`src/rtl/prefix_adder_pipe_pkg.sv`:
```
// Shared types and helpers for the pipelined parallel-prefix adder.
// Latency: n/a (types and constant functions only).
// Backpressure: n/a.
//
// Contents: topo_e (prefix topology selector), gp_t (generate/propagate
// pair), log2_ceil (number of prefix levels), gp_op (prefix operator).
package prefix_adder_pkg;

   typedef enum logic [0:0] {
      TOPO_KS  = 1'b0,
      TOPO_SKL = 1'b1
   } topo_e;

   typedef struct packed {
      logic g;
      logic p;
   } gp_t;

   // Number of prefix levels for a power-of-two operand width.
   function automatic int log2_ceil(input int n);
      int r;
      r = 0;
      for (int i = 0; i < 31; i++) begin
         if ((1 << i) < n) r = i + 1;
      end
      return r;
   endfunction

   // Associative (G,P) combine: hi is the more significant group.
   function automatic gp_t gp_op(input gp_t hi, input gp_t lo);
      gp_t r;
      r.g = hi.g | (hi.p & lo.g);
      r.p = hi.p & lo.p;
      return r;
   endfunction

endpackage

```
`src/rtl/prefix_adder_pipe_if.sv`:
```
// Operand/result bus of the pipelined prefix adder.
// Latency: n/a (signal bundle only).
// Backpressure: valid/ready on both the operand and the result side.
//
// Signals: in_valid/in_ready/a/b/cin/sub (operand beat), out_valid/out_ready/
// sum/cout (result beat); ovf/zero exist only with PREFIX_ADDER_FLAGS_EN.
// master = upstream/downstream environment, slave = the adder.
interface prefix_adder_pipe_if #(
   parameter int WIDTH = 32
);
   logic             in_valid;
   logic             in_ready;
   logic [WIDTH-1:0] a;
   logic [WIDTH-1:0] b;
   logic             cin;
   logic             sub;
   logic             out_valid;
   logic             out_ready;
   logic [WIDTH-1:0] sum;
   logic             cout;
`ifdef PREFIX_ADDER_FLAGS_EN
   logic             ovf;
   logic             zero;
`endif

   modport master (
      output in_valid, a, b, cin, sub, out_ready,
      input  in_ready, out_valid, sum, cout
`ifdef PREFIX_ADDER_FLAGS_EN
      , input ovf, zero
`endif
   );

   modport slave (
      input  in_valid, a, b, cin, sub, out_ready,
      output in_ready, out_valid, sum, cout
`ifdef PREFIX_ADDER_FLAGS_EN
      , output ovf, zero
`endif
   );

endinterface

```
`src/rtl/prefix_adder_pipe_prefix_level.sv`:
```
// One combinational prefix level (Kogge-Stone or Sklansky) at distance 2^K.
// Latency: 0 cycles (pure combinational).
// Backpressure: none; the enclosing pipeline owns all flow control.
//
// Ports: gp_in  - (G,P) pairs entering level K
//        gp_out - (G,P) pairs leaving level K; untouched positions pass through
module prefix_level
   import prefix_adder_pkg::*;
#(
   parameter int WIDTH = 32,
   parameter int TOPO  = 0,
   parameter int K     = 0
) (
   input  gp_t [WIDTH-1:0] gp_in,
   output wire gp_t [WIDTH-1:0] gp_out
);

   localparam int SPAN = 1 << K;

   for (genvar i = 0; i < WIDTH; i++) begin : g_bit
      if (TOPO == int'(TOPO_SKL)) begin : g_skl
         if (((i >> K) & 1) == 1) begin : g_op
            // Top bit of the lower half of the enclosing 2^(K+1) block.
            localparam int J = ((i >> (K + 1)) << (K + 1)) + SPAN - 1;
            assign gp_out[i] = gp_op(gp_in[i], gp_in[J]);
         end else begin : g_pass
            assign gp_out[i] = gp_in[i];
         end
      end else begin : g_ks
         if (i >= SPAN) begin : g_op
            assign gp_out[i] = gp_op(gp_in[i], gp_in[i-SPAN]);
         end else begin : g_pass
            assign gp_out[i] = gp_in[i];
         end
      end
   end

endmodule

```
`src/rtl/prefix_adder_pipe.sv`:
```
// Pipelined parallel-prefix adder/subtractor, power-of-two WIDTH, KS or Sklansky.
// Latency: PIPE=1 -> log2(WIDTH)+2 cycles, PIPE=0 -> 1 cycle; 1 beat/cycle.
// Backpressure: one global enable (!out_valid || out_ready) freezes every stage.
//
// Ports: clk, rst_n (async active-low), bus (prefix_adder_pipe_if.slave):
//   in_valid/in_ready/a/b/cin/sub in, out_valid/out_ready/sum/cout out.
// Optional: PREFIX_ADDER_FLAGS_EN adds ovf (signed overflow) and zero flags.
module prefix_adder_pipe
   import prefix_adder_pkg::*;
#(
   parameter int WIDTH = 32,
   parameter int TOPO  = 0,
   parameter int PIPE  = 1
) (
   input logic                clk,
   input logic                rst_n,
   prefix_adder_pipe_if.slave bus
);

   localparam int L = log2_ceil(WIDTH);

   logic out_vld_reg;
   logic en;

   // Bubbles are kept, so the whole pipe moves in lockstep.
   assign en           = !out_vld_reg || bus.out_ready;
   assign bus.in_ready = en;

   // ---------------- operand preparation / pre-processing ----------------
   logic [WIDTH-1:0] b_eff;
   logic [WIDTH-1:0] pre_g;
   logic [WIDTH-1:0] pre_p;
   logic             c0;
   gp_t  [WIDTH-1:0] pre_gp;

   always_comb begin
      b_eff = bus.b ^ {WIDTH{bus.sub}};
      c0    = bus.cin ^ bus.sub;
      pre_p = bus.a ^ b_eff;
      pre_g = bus.a & b_eff;
      // Folding the carry-in into bit 0 makes every G[i] a true carry out.
      pre_g[0] = pre_g[0] | (pre_p[0] & c0);
      for (int i = 0; i < WIDTH; i++) begin
         pre_gp[i].g = pre_g[i];
         pre_gp[i].p = pre_p[i];
      end
   end

   // ---------------- prefix network ----------------
   // Stage s feeds level s; stage L holds the finished carries.
   gp_t  [WIDTH-1:0] stg_gp  [L+1];
   logic [WIDTH-1:0] stg_p   [L+1];
   logic             stg_c0  [L+1];
   logic             stg_vld [L+1];
   wire gp_t [WIDTH-1:0] lvl_gp [L];

   for (genvar k = 0; k < L; k++) begin : g_lvl
      prefix_level #(
         .WIDTH (WIDTH),
         .TOPO  (TOPO),
         .K     (k)
      ) u_level (
         .gp_in  (stg_gp[k]),
         .gp_out (lvl_gp[k])
      );
   end

   if (PIPE != 0) begin : g_pipe
      always_ff @(posedge clk or negedge rst_n) begin
         if (!rst_n) begin
            for (int s = 0; s <= L; s++) begin
               stg_gp[s]  <= '0;
               stg_p[s]   <= '0;
               stg_c0[s]  <= 1'b0;
               stg_vld[s] <= 1'b0;
            end
         end else if (en) begin
            stg_gp[0]  <= pre_gp;
            stg_p[0]   <= pre_p;
            stg_c0[0]  <= c0;
            stg_vld[0] <= bus.in_valid && en;
            for (int s = 1; s <= L; s++) begin
               stg_gp[s]  <= lvl_gp[s-1];
               stg_p[s]   <= stg_p[s-1];
               stg_c0[s]  <= stg_c0[s-1];
               stg_vld[s] <= stg_vld[s-1];
            end
         end
      end
   end else begin : g_comb
      always_comb begin
         stg_gp[0]  = pre_gp;
         stg_p[0]   = pre_p;
         stg_c0[0]  = c0;
         stg_vld[0] = bus.in_valid && en;
         for (int s = 1; s <= L; s++) begin
            stg_gp[s]  = lvl_gp[s-1];
            stg_p[s]   = stg_p[s-1];
            stg_c0[s]  = stg_c0[s-1];
            stg_vld[s] = stg_vld[s-1];
         end
      end
   end

   // ---------------- post-processing and output register ----------------
   logic [WIDTH-1:0] sum_nxt;
   logic             cout_nxt;

   always_comb begin
      sum_nxt    = '0;
      sum_nxt[0] = stg_p[L][0] ^ stg_c0[L];
      for (int i = 1; i < WIDTH; i++) begin
         sum_nxt[i] = stg_p[L][i] ^ stg_gp[L][i-1].g;
      end
      cout_nxt = stg_gp[L][WIDTH-1].g;
   end

   // Group-propagate bits of the last stage carry no information forward.
   logic unused_gp_p;
   always_comb begin
      unused_gp_p = 1'b0;
      for (int i = 0; i < WIDTH; i++) begin
         unused_gp_p = unused_gp_p ^ stg_gp[L][i].p;
      end
   end

   logic [WIDTH-1:0] sum_reg;
   logic             cout_reg;
`ifdef PREFIX_ADDER_FLAGS_EN
   logic             ovf_reg;
   logic             zero_reg;
   logic             ovf_nxt;
   // Signed overflow: carry into the MSB differs from carry out of it.
   assign ovf_nxt = stg_gp[L][WIDTH-2].g ^ stg_gp[L][WIDTH-1].g;
`endif

   always_ff @(posedge clk or negedge rst_n) begin
      if (!rst_n) begin
         out_vld_reg <= 1'b0;
         sum_reg     <= '0;
         cout_reg    <= 1'b0;
`ifdef PREFIX_ADDER_FLAGS_EN
         ovf_reg     <= 1'b0;
         zero_reg    <= 1'b0;
`endif
      end else if (en) begin
         out_vld_reg <= stg_vld[L];
         sum_reg     <= sum_nxt;
         cout_reg    <= cout_nxt;
`ifdef PREFIX_ADDER_FLAGS_EN
         ovf_reg     <= ovf_nxt;
         zero_reg    <= (sum_nxt == '0);
`endif
      end
   end

   assign bus.out_valid = out_vld_reg;
   assign bus.sum       = sum_reg;
   assign bus.cout      = cout_reg;
`ifdef PREFIX_ADDER_FLAGS_EN
   assign bus.ovf       = ovf_reg;
   assign bus.zero      = zero_reg;
`endif

endmodule

```
`src/flat_wrapper.sv`:
```
// flat-port wrapper written by rule: the top's interface ports become plain ports
module prefix_adder_pipe_flat import prefix_adder_pkg::*;
#(
   parameter int WIDTH = 32,
   parameter int TOPO  = 0,
   parameter int PIPE  = 1
)
  (clk, rst_n, bus_in_valid, bus_a, bus_b, bus_cin, bus_sub, bus_out_ready, bus_in_ready, bus_out_valid, bus_sum, bus_cout);
  prefix_adder_pipe_if #(.WIDTH(WIDTH)) bus_i ();
  input logic clk;
  input logic rst_n;
  input wire logic [$bits(bus_i.in_valid)-1:0] bus_in_valid;
  input wire logic [$bits(bus_i.a)-1:0] bus_a;
  input wire logic [$bits(bus_i.b)-1:0] bus_b;
  input wire logic [$bits(bus_i.cin)-1:0] bus_cin;
  input wire logic [$bits(bus_i.sub)-1:0] bus_sub;
  input wire logic [$bits(bus_i.out_ready)-1:0] bus_out_ready;
  output wire logic [$bits(bus_i.in_ready)-1:0] bus_in_ready;
  output wire logic [$bits(bus_i.out_valid)-1:0] bus_out_valid;
  output wire logic [$bits(bus_i.sum)-1:0] bus_sum;
  output wire logic [$bits(bus_i.cout)-1:0] bus_cout;
  assign bus_i.in_valid = bus_in_valid;
  assign bus_i.a = bus_a;
  assign bus_i.b = bus_b;
  assign bus_i.cin = bus_cin;
  assign bus_i.sub = bus_sub;
  assign bus_i.out_ready = bus_out_ready;
  assign bus_in_ready = bus_i.in_ready;
  assign bus_out_valid = bus_i.out_valid;
  assign bus_sum = bus_i.sum;
  assign bus_cout = bus_i.cout;
  prefix_adder_pipe #(.WIDTH(WIDTH), .TOPO(TOPO), .PIPE(PIPE)) u_core (.clk(clk), .rst_n(rst_n), .bus(bus_i));
endmodule
```
`config.mk`:
```
export PLATFORM = sky130hd
export DESIGN_NAME = prefix_adder_pipe_flat
export DESIGN_NICKNAME = d
export VERILOG_FILES = /design/src/rtl/prefix_adder_pipe_pkg.sv /design/src/rtl/prefix_adder_pipe_if.sv /design/src/rtl/prefix_adder_pipe_prefix_level.sv /design/src/rtl/prefix_adder_pipe.sv /design/src/flat_wrapper.sv
export SDC_FILE = /design/constraint.sdc
export NUM_CORES = 1
export LEC_CHECK = 0
export BUFFER_PORTS_ARGS = -buffer_cell sky130_fd_sc_hd__buf_2
export CORE_ASPECT_RATIO = 1.75
export CORE_MARGIN = 2
export CORE_UTILIZATION = 45
export DETAILED_ROUTE_END_ITERATION = 16
export PLACE_DENSITY_LB_ADDON = 0.1
export SLEW_MARGIN = 20
export SYNTH_ARGS = -nofsm -noshare
export SYNTH_HDL_FRONTEND = slang
export SYNTH_SLANG_ARGS = --single-unit
```
`constraint.sdc`:
```
create_clock -name clk -period 1.43 [get_ports clk]
set_clock_uncertainty 0.1 [all_clocks]
set_input_delay 0.143 -clock clk [delete_from_list [all_inputs] [get_ports clk]]
set_output_delay 0.143 -clock clk [all_outputs]
set_load 0.01 [all_outputs]
```
==> impl_results.md <==
* Number of synthesized flops with an enable pin at 0
* Drt first pass iters at 5
* Slew @ Worst Pin at 481 ps
* Die height at 291 um
* Worst-case clock buffer depth at 3
* CP max FO at 3
* WP data arrival at 1500 ps
* Routed Antenna Nets at 0
* Final hold vios at 0
* Maximum vdd drop at 946 uV
* Max H-tree Level at 2
* Via-to-Cell Ratio at 4.93
* Share of the yosys chip area belonging to registers at 0.623
* Ys flop type: dfrtp_1
* Mapped Area at 21200 um2
* Total gr overflow at 0
* Most common cell after layout, fill and taps aside: nand2_1
* Fin nets at 2653
* Die W at 168 um
* Yosys reg bits at 528
* RSZ-0062 raised after global routing: yes
* CTS Sinks at 528
* Initial DRC Count at 863
* CTS root buffer: clkbuf_16
* Die area at 49000 um2
* Final period util at 1.22
* Total wire length at 54400 um
* Syn Inst Count at 2297
* Syn avg cell area at 9.23 um2
* Total track usage at 0.208
* DRC at 0
* Failing checks: setup timing
* Critical Path RT at 1190 ps
* Hold Slack at 105 ps
* Number of flip-flops in the largest register at 289
* Worst hold path startpoint: bus_sub
* Hold Crit Class: in2reg
* Outcome: complete, but fails checks
* Post-DP HPWL at 33800 um
* CP Capture Type: output pin
* Max Clock Freq at 0.573 GHz
* First-pass GRT wire length at 82200 um
* Pleak at 0.0134 uW
* Critical Path Start: u_core.bus.out_valid
* Worst skew pair latency at 560 ps
* Syn_nets at 2399
* Worst R2R Start: u_core.bus.out_valid
* Layout cells sized above 1 at 0.118
* Core area at 46800 um2
* Ys async rst share at 1.00
* Inserted Diodes at 0
* Largest net degree at the start of global routing at 67
* Via Count at 15647
* Final setup margin at -317 ps
* Starting density of the core at 0.454
* Fin. max-slew vios at 0
* Placed Cells at 2940
* Setup CP Type: reg2out
* Synth warn at 0
* CTS buffer count at 47
* I/O Pins at 105
* Non-filler cells, final at 3176
* Routed length per instance at 17.1 um
* Most frequent cells in the layout: 1153 x nand2_1, 528 x dfrtp_1, 149 x o21ai_0
* Worst-path clk slew at 70 ps
* Final Wtd Congestion at 0.797
* Layout area overhead at 24.5%
* IO buf count at 104
* Pwr/cell area at 2030 nW/um2
* Rel. slew slack at 0.679
* Setup violators final at 529
* CTS tree: done
* Worst setup SP type: flop
* Yosys cell types at 16
* Vias in the first global route at 15626
* Max_cap viols at 0
* Initial antenna violation count at 0
* Tmin final at 1750 ps
* Num rows at 105
-- critical path, stage by stage, from the launching register on --
cell	delay [ps]
dfrtp_1	360
nor2b_4	230
clkinv_8	100
buf_16	140
buf_6	110
-- final timing paths --
check / to / slack (ps) / cells past startpoint
max in group asynchronous: u_core.stg_gp[75] / 140 / 3
setup / recovery: bus_in_ready / -320 / 4
setup reg to reg: u_core.stg_gp[115] / -290 / 7
hold / removal: u_core.stg_gp[383] / 100 / 5
min in group asynchronous: u_core.stg_gp[143] / 190 / 3
hold reg to reg: u_core.stg_p[10] / 360 / 2
-- kinds of logic (layout without fill, tap and decap cells) --
logic type,after synthesis,in the layout,synth area share
AOI/OAI and AO/OA,292,292,0.0689
DFF,528,528,0.623
buffers and inverters,121,412,0.0333
and+or+nand+nor,1259,1259,0.229
adders and majority gates,32,32,0.0189
xor gates and xnor gates,65,65,0.0268
-- layout make-up --
type,instances,area [um2]
Clock buffer,70,1410
Multi-Input combinational cell,1648,7300
Inverter,1,16.3
Timing Repair inverter,1,11.3
Fill cell,4294,20400
Clock inverter,16,165
Timing Repair Buffer,324,3560
Sequential cell,528,13200
Tap cell,588,736
-- power by group --
part	internal, uW	switching (uW)	leakage [uW]
logic	6830	8110	0.00593
clock network	7360	5480	0.000784
registers	20800	4990	0.00672
total	35000	18600	0.0134
-- repair_timing --
item,4_1_cts,5_1_grt
hold buffers,99,0
setup endpoints to repair,521,529
pin swaps,0,0
resized for setup,8,69
hold endpoints to repair,594,0
cloned,5,30
buffers inserted,4,12
-- synthesized netlist by cell type, types with 4 or more instances --
cell	count	area, um2
nand3_1	98	490
ha_1	32	400
nand2_1	1155	4340
buf_4	20	150
clkbuf_1	15	56.3
a21oi_1	131	656
o21ai_0	161	806
nor2_1	4	15.0
buf_2	74	370
dfrtp_1	528	13200
xor2_1	33	289
buf_6	11	124
xnor2_1	32	280
-- routing by layer --
layer,vias to the layer above,global-route usage,wire length [um]
met5,-,0,0
met4,0,0.0671,1740
li1,7852,-,-
met3,95,0.0223,1520
met2,261,0.368,28700
met1,7439,0.269,22500
-- per-stage QoR --
stage                     TNS [ps]   util  worst slack, ps  total power (uW)  instance area, um2
final                       -92430  0.565             -317             53600               26400
after global routing       -118600  0.565             -364             57200               26400
after floorplan                  0      -             78.2             32900               21200
after CTS                   -93860  0.544             -324             52000               25400
after global placement      -25530  0.484             -146             37800               22600
after detailed placement    -37390  0.484             -170             38300               22600
No activity file was read; power rests on OpenSTA's default activity.
